File: config.mk
export PLATFORM = sky130hd
export DESIGN_NAME = coin_change_dispenser
export DESIGN_NICKNAME = d
export VERILOG_FILES = /design/src/rtl/coin_pkg.sv /design/src/rtl/hopper_timeout_ctr.sv /design/src/rtl/coin_change_dispenser.sv
export SDC_FILE = /design/constraint.sdc
export NUM_CORES = 1
export LEC_CHECK = 0
export ABC_AREA = 1
export BUFFER_PORTS_ARGS = -buffer_cell sky130_fd_sc_hd__buf_2
export CAP_MARGIN = 20
export CORE_AREA = 2 2 39 41
export DETAILED_ROUTE_END_ITERATION = 16
export DIE_AREA = 0 0 41 43
export PLACE_DENSITY = 0.58
export SLEW_MARGIN = 0
export SYNTH_ARGS = -nofsm -noshare
export SYNTH_HDL_FRONTEND = slang
export SYNTH_SLANG_ARGS = --single-unit
File: constraint.sdc
create_clock -name clk -period 1.7 [get_ports clk]
set_clock_uncertainty 0.1 [all_clocks]
set_input_delay 0.255 -clock clk [delete_from_list [all_inputs] [get_ports clk]]
set_output_delay 0.255 -clock clk [all_outputs]
set_load 0.05 [all_outputs]
File: src/rtl/coin_pkg.sv
// ----------------------------------------------------------------------------
// coin_pkg
// Definitions shared by the coin-credit path (acceptor and change dispenser).
//   COIN_UNIT_CENTS : value of one credit unit / one hopper coin, in cents
//   COIN_CREDIT_W   : default width of a credit value, in coin units
//   credit_t        : credit value type shared with the coin acceptor
//   disp_state_e    : change-dispenser FSM states
// ----------------------------------------------------------------------------
package coin_pkg;

  localparam int COIN_UNIT_CENTS = 50;
  localparam int COIN_CREDIT_W   = 2;

  typedef logic [COIN_CREDIT_W-1:0] credit_t;

  typedef enum logic [2:0] {
    ST_IDLE,
    ST_VEND,
    ST_PAY,
    ST_GAP,
    ST_DONE
  } disp_state_e;

endpackage

File: src/rtl/hopper_timeout_ctr.sv
// ----------------------------------------------------------------------------
// hopper_timeout_ctr
// Watchdog for a single hopper coin request. Cleared by load_i, counts every
// cycle en_i is high and flags expire_o during the LIMIT-th enabled cycle
// after the load.
// Ports:
//   clk      : clock, rising edge
//   reset    : asynchronous, active-high
//   load_i   : clear the count (entry into the wait state)
//   en_i     : count this cycle (waiting for the hopper)
//   expire_o : LIMIT enabled cycles have elapsed without a new load
// ----------------------------------------------------------------------------
module hopper_timeout_ctr #(
  parameter int LIMIT = 16
) (
  input  logic clk,
  input  logic reset,
  input  logic load_i,
  input  logic en_i,
  output logic expire_o
);

  localparam int W = $clog2(LIMIT + 1);

  logic [W-1:0] cnt_q;

  // The count saturates at its terminal value so a wait that is never
  // released cannot wrap around and hide the expiry.
  always_ff @(posedge clk or posedge reset) begin
    if (reset) begin
      cnt_q <= '0;
    end else if (load_i) begin
      cnt_q <= '0;
    end else if (en_i && !expire_o) begin
      cnt_q <= cnt_q + W'(1);
    end
  end

  // The first enabled cycle sees a count of 0, so LIMIT-1 marks the last one.
  assign expire_o = en_i && (cnt_q == W'(LIMIT - 1));

endmodule

File: src/rtl/coin_change_dispenser.sv
// ----------------------------------------------------------------------------
// coin_change_dispenser
// Return side of the coin-credit path. Takes the credit accumulated by the
// coin acceptor, releases the product on a purchase, pays change to the
// hopper one coin per handshake, refunds everything on cancel and finally
// tells the acceptor to clear its credit.
// Build option:
//   HOPPER_TIMEOUT_EN : when defined, a coin request that is not acked within
//                       TIMEOUT_CYCLES cycles aborts payment with an err_o
//                       pulse; the unpaid coins remain visible on owed_o.
// Ports:
//   clk            : clock, rising edge
//   reset          : asynchronous, active-high
//   credit_i       : credit from the acceptor (coin units), sampled in IDLE
//   buy_i          : purchase request (level), sampled in IDLE
//   cancel_i       : refund request (level), sampled in IDLE, beats buy_i
//   coin_ack_i     : hopper ejected one coin
//   vend_o         : one-cycle product release pulse
//   coin_o         : eject-coin request, held until acked
//   clear_credit_o : one-cycle pulse telling the acceptor to zero its credit
//   busy_o         : high whenever a transaction is in progress
//   err_o          : one-cycle pulse on insufficient credit (or timeout)
//   owed_o         : coins still to be paid in the current transaction
// ----------------------------------------------------------------------------
module coin_change_dispenser
  import coin_pkg::*;
#(
  parameter int CREDIT_W       = COIN_CREDIT_W,
  parameter int PRICE          = 2,
  parameter int TIMEOUT_CYCLES = 16
) (
  input  logic                clk,
  input  logic                reset,
  input  logic [CREDIT_W-1:0] credit_i,
  input  logic                buy_i,
  input  logic                cancel_i,
  input  logic                coin_ack_i,
  output logic                vend_o,
  output logic                coin_o,
  output logic                clear_credit_o,
  output logic                busy_o,
  output logic                err_o,
  output logic [CREDIT_W-1:0] owed_o
);

  localparam logic [CREDIT_W-1:0] PRICE_C = CREDIT_W'(PRICE);

  disp_state_e         state_q, state_d;
  logic [CREDIT_W-1:0] owed_q, owed_d;
  logic                err_q, err_d;
  logic                timeout_hit;

`ifdef HOPPER_TIMEOUT_EN
  logic timeout_load;
  logic timeout_en;

  // Every coin gets its own full timeout window: the counter restarts
  // whenever PAY is entered, from VEND, GAP or IDLE alike.
  assign timeout_load = (state_q != ST_PAY) && (state_d == ST_PAY);
  assign timeout_en   = (state_q == ST_PAY);

  hopper_timeout_ctr #(
    .LIMIT(TIMEOUT_CYCLES)
  ) u_timeout (
    .clk     (clk),
    .reset   (reset),
    .load_i  (timeout_load),
    .en_i    (timeout_en),
    .expire_o(timeout_hit)
  );
`else
  // Without the watchdog the hopper is trusted to answer eventually.
  assign timeout_hit = 1'b0;
`endif

  // State, owed count and the registered error flag. Reset is asynchronous
  // so coin_o, which is decoded from the state, drops the moment reset rises.
  always_ff @(posedge clk or posedge reset) begin
    if (reset) begin
      state_q <= ST_IDLE;
      owed_q  <= '0;
      err_q   <= 1'b0;
    end else begin
      state_q <= state_d;
      owed_q  <= owed_d;
      err_q   <= err_d;
    end
  end

  // Next-state logic. Requests are only looked at in IDLE, so a buy or
  // cancel during a transaction is dropped rather than queued. The owed
  // count only moves on entry from IDLE and on an ack in PAY, where it is
  // known to be non-zero, so it can never underflow.
  always_comb begin
    state_d = state_q;
    owed_d  = owed_q;
    err_d   = 1'b0;

    unique case (state_q)
      ST_IDLE: begin
        if (cancel_i) begin
          if (credit_i != '0) begin
            owed_d  = credit_i;
            state_d = ST_PAY;
          end
        end else if (buy_i) begin
          if (credit_i >= PRICE_C) begin
            owed_d  = credit_i - PRICE_C;
            state_d = ST_VEND;
          end else begin
            err_d = 1'b1;
          end
        end
      end

      ST_VEND: begin
        state_d = (owed_q != '0) ? ST_PAY : ST_DONE;
      end

      ST_PAY: begin
        if (coin_ack_i) begin
          owed_d  = owed_q - CREDIT_W'(1);
          state_d = ST_GAP;
        end else if (timeout_hit) begin
          err_d   = 1'b1;
          state_d = ST_DONE;
        end
      end

      ST_GAP: begin
        state_d = (owed_q != '0) ? ST_PAY : ST_DONE;
      end

      ST_DONE: begin
        state_d = ST_IDLE;
      end

      default: begin
        state_d = ST_IDLE;
      end
    endcase
  end

  // Moore outputs decoded from the registered state.
  assign vend_o         = (state_q == ST_VEND);
  assign coin_o         = (state_q == ST_PAY);
  assign clear_credit_o = (state_q == ST_DONE);
  assign busy_o         = (state_q != ST_IDLE);
  assign err_o          = err_q;
  assign owed_o         = owed_q;

endmodule
==> impl_metrics.tcl <==
set metrics [dict create \
    cts_tree "done" \
    synth_simple_gate_area_frac 0.484 \
    status "finished clean" \
    clockRootBuffer "clkbuf_4" \
    yosysSeqAreaShare 0.348 \
    power.leakage_nw 0.332 \
    cp-startpoint "state_q[2]$_DFFE_PP0P_" \
    irDropWorstVdd_mv 0.669 \
    final-hold-violation-count 0 \
    crit_path_start_kind "flip-flop" \
    rr_startpoint "state_q[1]$_DFFE_PP0P_" \
    dieArea_um2 1760 \
    avgViaCountPerCell 4.39 \
    whs_ns 0.173 \
    path_class "reg2out" \
    placement.io_buffers 13 \
    nets 88 \
    synth_compound_area_frac 0.0116 \
    insertedDiodeCount 0 \
    num_vias 413 \
    placedCellCount 90 \
    wl_per_cell_um 8.96 \
    ys_top_cells_by_area "dfrtp_1 35%, nand2_1 15%, nand3_1 9.3%" \
    synth_top_family_by_area "simple AND/OR/NAND/NOR gates" \
    final_cells 94 \
    h-tree-depth 1 \
    yosys_warnings 0 \
    ant_nets 0 \
    core_um2 1380 \
    synth-adder-area-share 0.0290 \
    track_usage 0.127 \
    place_ws_ns 0.332 \
    grt_pass1_vias 359 \
    critPathRequiredTime_ns 1.34 \
    first_pass_iters 4 \
    routabilityCongestion 0.821 \
    grt_pass1_wl_um 1420 \
    min_period_ns 1.59 \
    route.detailed.drc 0 \
    power.total_mw 1.24 \
    area_growth_pct 27.8 \
    clock_path_buffers 2 \
    syn_nets 69 \
    maxSlewViolCount 0 \
    wl_um 842 \
    netlist_area_um2 432 \
    ys_ff_latch 6 \
    start_util 0.312 \
    period_share 0.934 \
    synth-xor-area-share 0 \
    drive_above_1_share 0.359 \
    yosys.cell_types.count 16 \
    yosys.area.top_type "dfrtp_1" \
    clk_pin_slew_ns 0.04 \
    rsz0062_at_grt "false" \
    die-height_um 43 \
    syn_avg_cell_area_um2 7.08 \
    max_freq_mhz 630 \
    dp_hpwl_um 736 \
    hold_class "in2reg" \
    setup_ws_ns 0.112 \
    path_max_fanout 6 \
    row_count 14 \
    grt_overflow 0 \
    synth_top_area_frac 0.348 \
    synthMuxAreaShare 0 \
    synthCells 61 \
    tightestPinTransition_ns 0.272 \
    grt_max_degree 7 \
    drt_iter0_drc 6 \
    maxCapViolations 0 \
    slew_headroom 0.819 \
    timing.final.setup_violations 0 \
    clk_latency_ns 0.25 \
    min_from "buy_i" \
    antenna_found_initial 0 \
    cp.arrival_ns 1.23 \
    die_w_um 41 \
    io_pins 14 \
    numCtsBuffers 3 \
    cellPowerDensity_nw_per_um2 2240 \
    worstSetupEndpointType "output pin" \
    cts.sinks 6 \
]
==> Yosys cell counts <==
library cell	count
a21oi_1	1
dfrtp_1	6
ha_1	1
inv_1	9
inv_2	4
inv_4	1
nand2_1	17
nand2_2	3
nand2_4	1
nand2_8	1
nand3_1	8
nand3_2	1
nand4_1	1
nor2_1	2
nor2_4	1
nor3_1	4
==> what timing repair did <==
item                                    in CTS  in global routing
endpoints found under the hold margin        6                  0
endpoints found under the setup margin       0                  1
resized for setup                            0                  1
hold buffers                                 1                  0
setup buffers                                0                  0
==> power breakdown <==
| group | leakage (nW) | total, mW | switching (mW) | internal, mW |
|---|---|---|---|---|
| sequential | 0.0768 | 0.275 | 0.0712 | 0.204 |
| clock | 0.0138 | 0.130 | 0.0498 | 0.0797 |
| combinational | 0.241 | 0.832 | 0.591 | 0.241 |
| total | 0.332 | 1.24 | 0.712 | 0.524 |
==> worst paths after layout <==
| kind | cells after the start | slack (ns) | endpoint |
|---|---|---|---|
| hold / removal | 3 | 0.17 | err_o$_DFF_PP0_ |
| max in group asynchronous | 3 | 0.94 | owed_o[0]$_DFFE_PP0P_ |
| setup / recovery | 4 | 0.11 | coin_o |
| hold reg to reg | 2 | 0.39 | owed_o[1]$_DFFE_PP0P_ |
| setup reg to reg | 6 | 0.47 | owed_o[0]$_DFFE_PP0P_ |
| min in group asynchronous | 3 | 0.37 | state_q[2]$_DFFE_PP0P_ |
==> worst max-delay path, stage by stage (launching register included) <==
cell and delay [ns]:
dfrtp_1 0.40, inv_2 0.13, nand3_2 0.13, inv_2 0.09, clkbuf_4 0.23
==> stage by stage <==
| stage | TNS [ns] | instance area [um2] | utilization |
|---|---|---|---|
| floorplan | -0.445 | 432 | - |
| global placement | 0 | 517 | 0.373 |
| detailed placement | 0 | 517 | 0.373 |
| CTS | 0 | 549 | 0.397 |
| global route | 0 | 552 | 0.399 |
| finish | 0 | 552 | 0.399 |
==> cell type report <==
type,count,area (um2)
fill,155,832
multi-input combinational,41,226
sequential,6,150
timing repair buffer,14,77.6
inverter,14,55.1
clock buffer,3,22.5
tap,16,20.0
==> registers in the layout, indices dropped and copies added (netlist names) <==
name,cells
err_o,1
owed_o,2
state_q,3
==> placed cells by master (no fill, tap or decap), types with 2 or more instances in the layout <==
cell type,Yosys,routed
nor2_1,2,2
inv_1,9,9
buf_2,0,12
dfrtp_1,6,6
nand2_2,3,3
nor3_1,4,4
inv_2,4,4
nand3_1,8,8
clkbuf_4,0,4
nand2_1,17,17
==> per-layer routing <==
metal | GRT usage | vias up | part of all wire
li1 | - | 222 | -
met1 | 0.135 | 183 | 0.44
met2 | 0.178 | 6 | 0.51
met3 | 0.0628 | 2 | 0.025
met4 | 0.100 | 0 | 0.018
met5 | 0 | - | 0
==> cell families (layout without fill, tap and decap cells) <==
group | count (synthesis) | count (layout)
simple gates | 39 | 39
buf+inv | 14 | 31
flops | 6 | 6
fa+ha+maj | 1 | 1
compound gates | 1 | 1
Power figures use the tool's default switching activity.
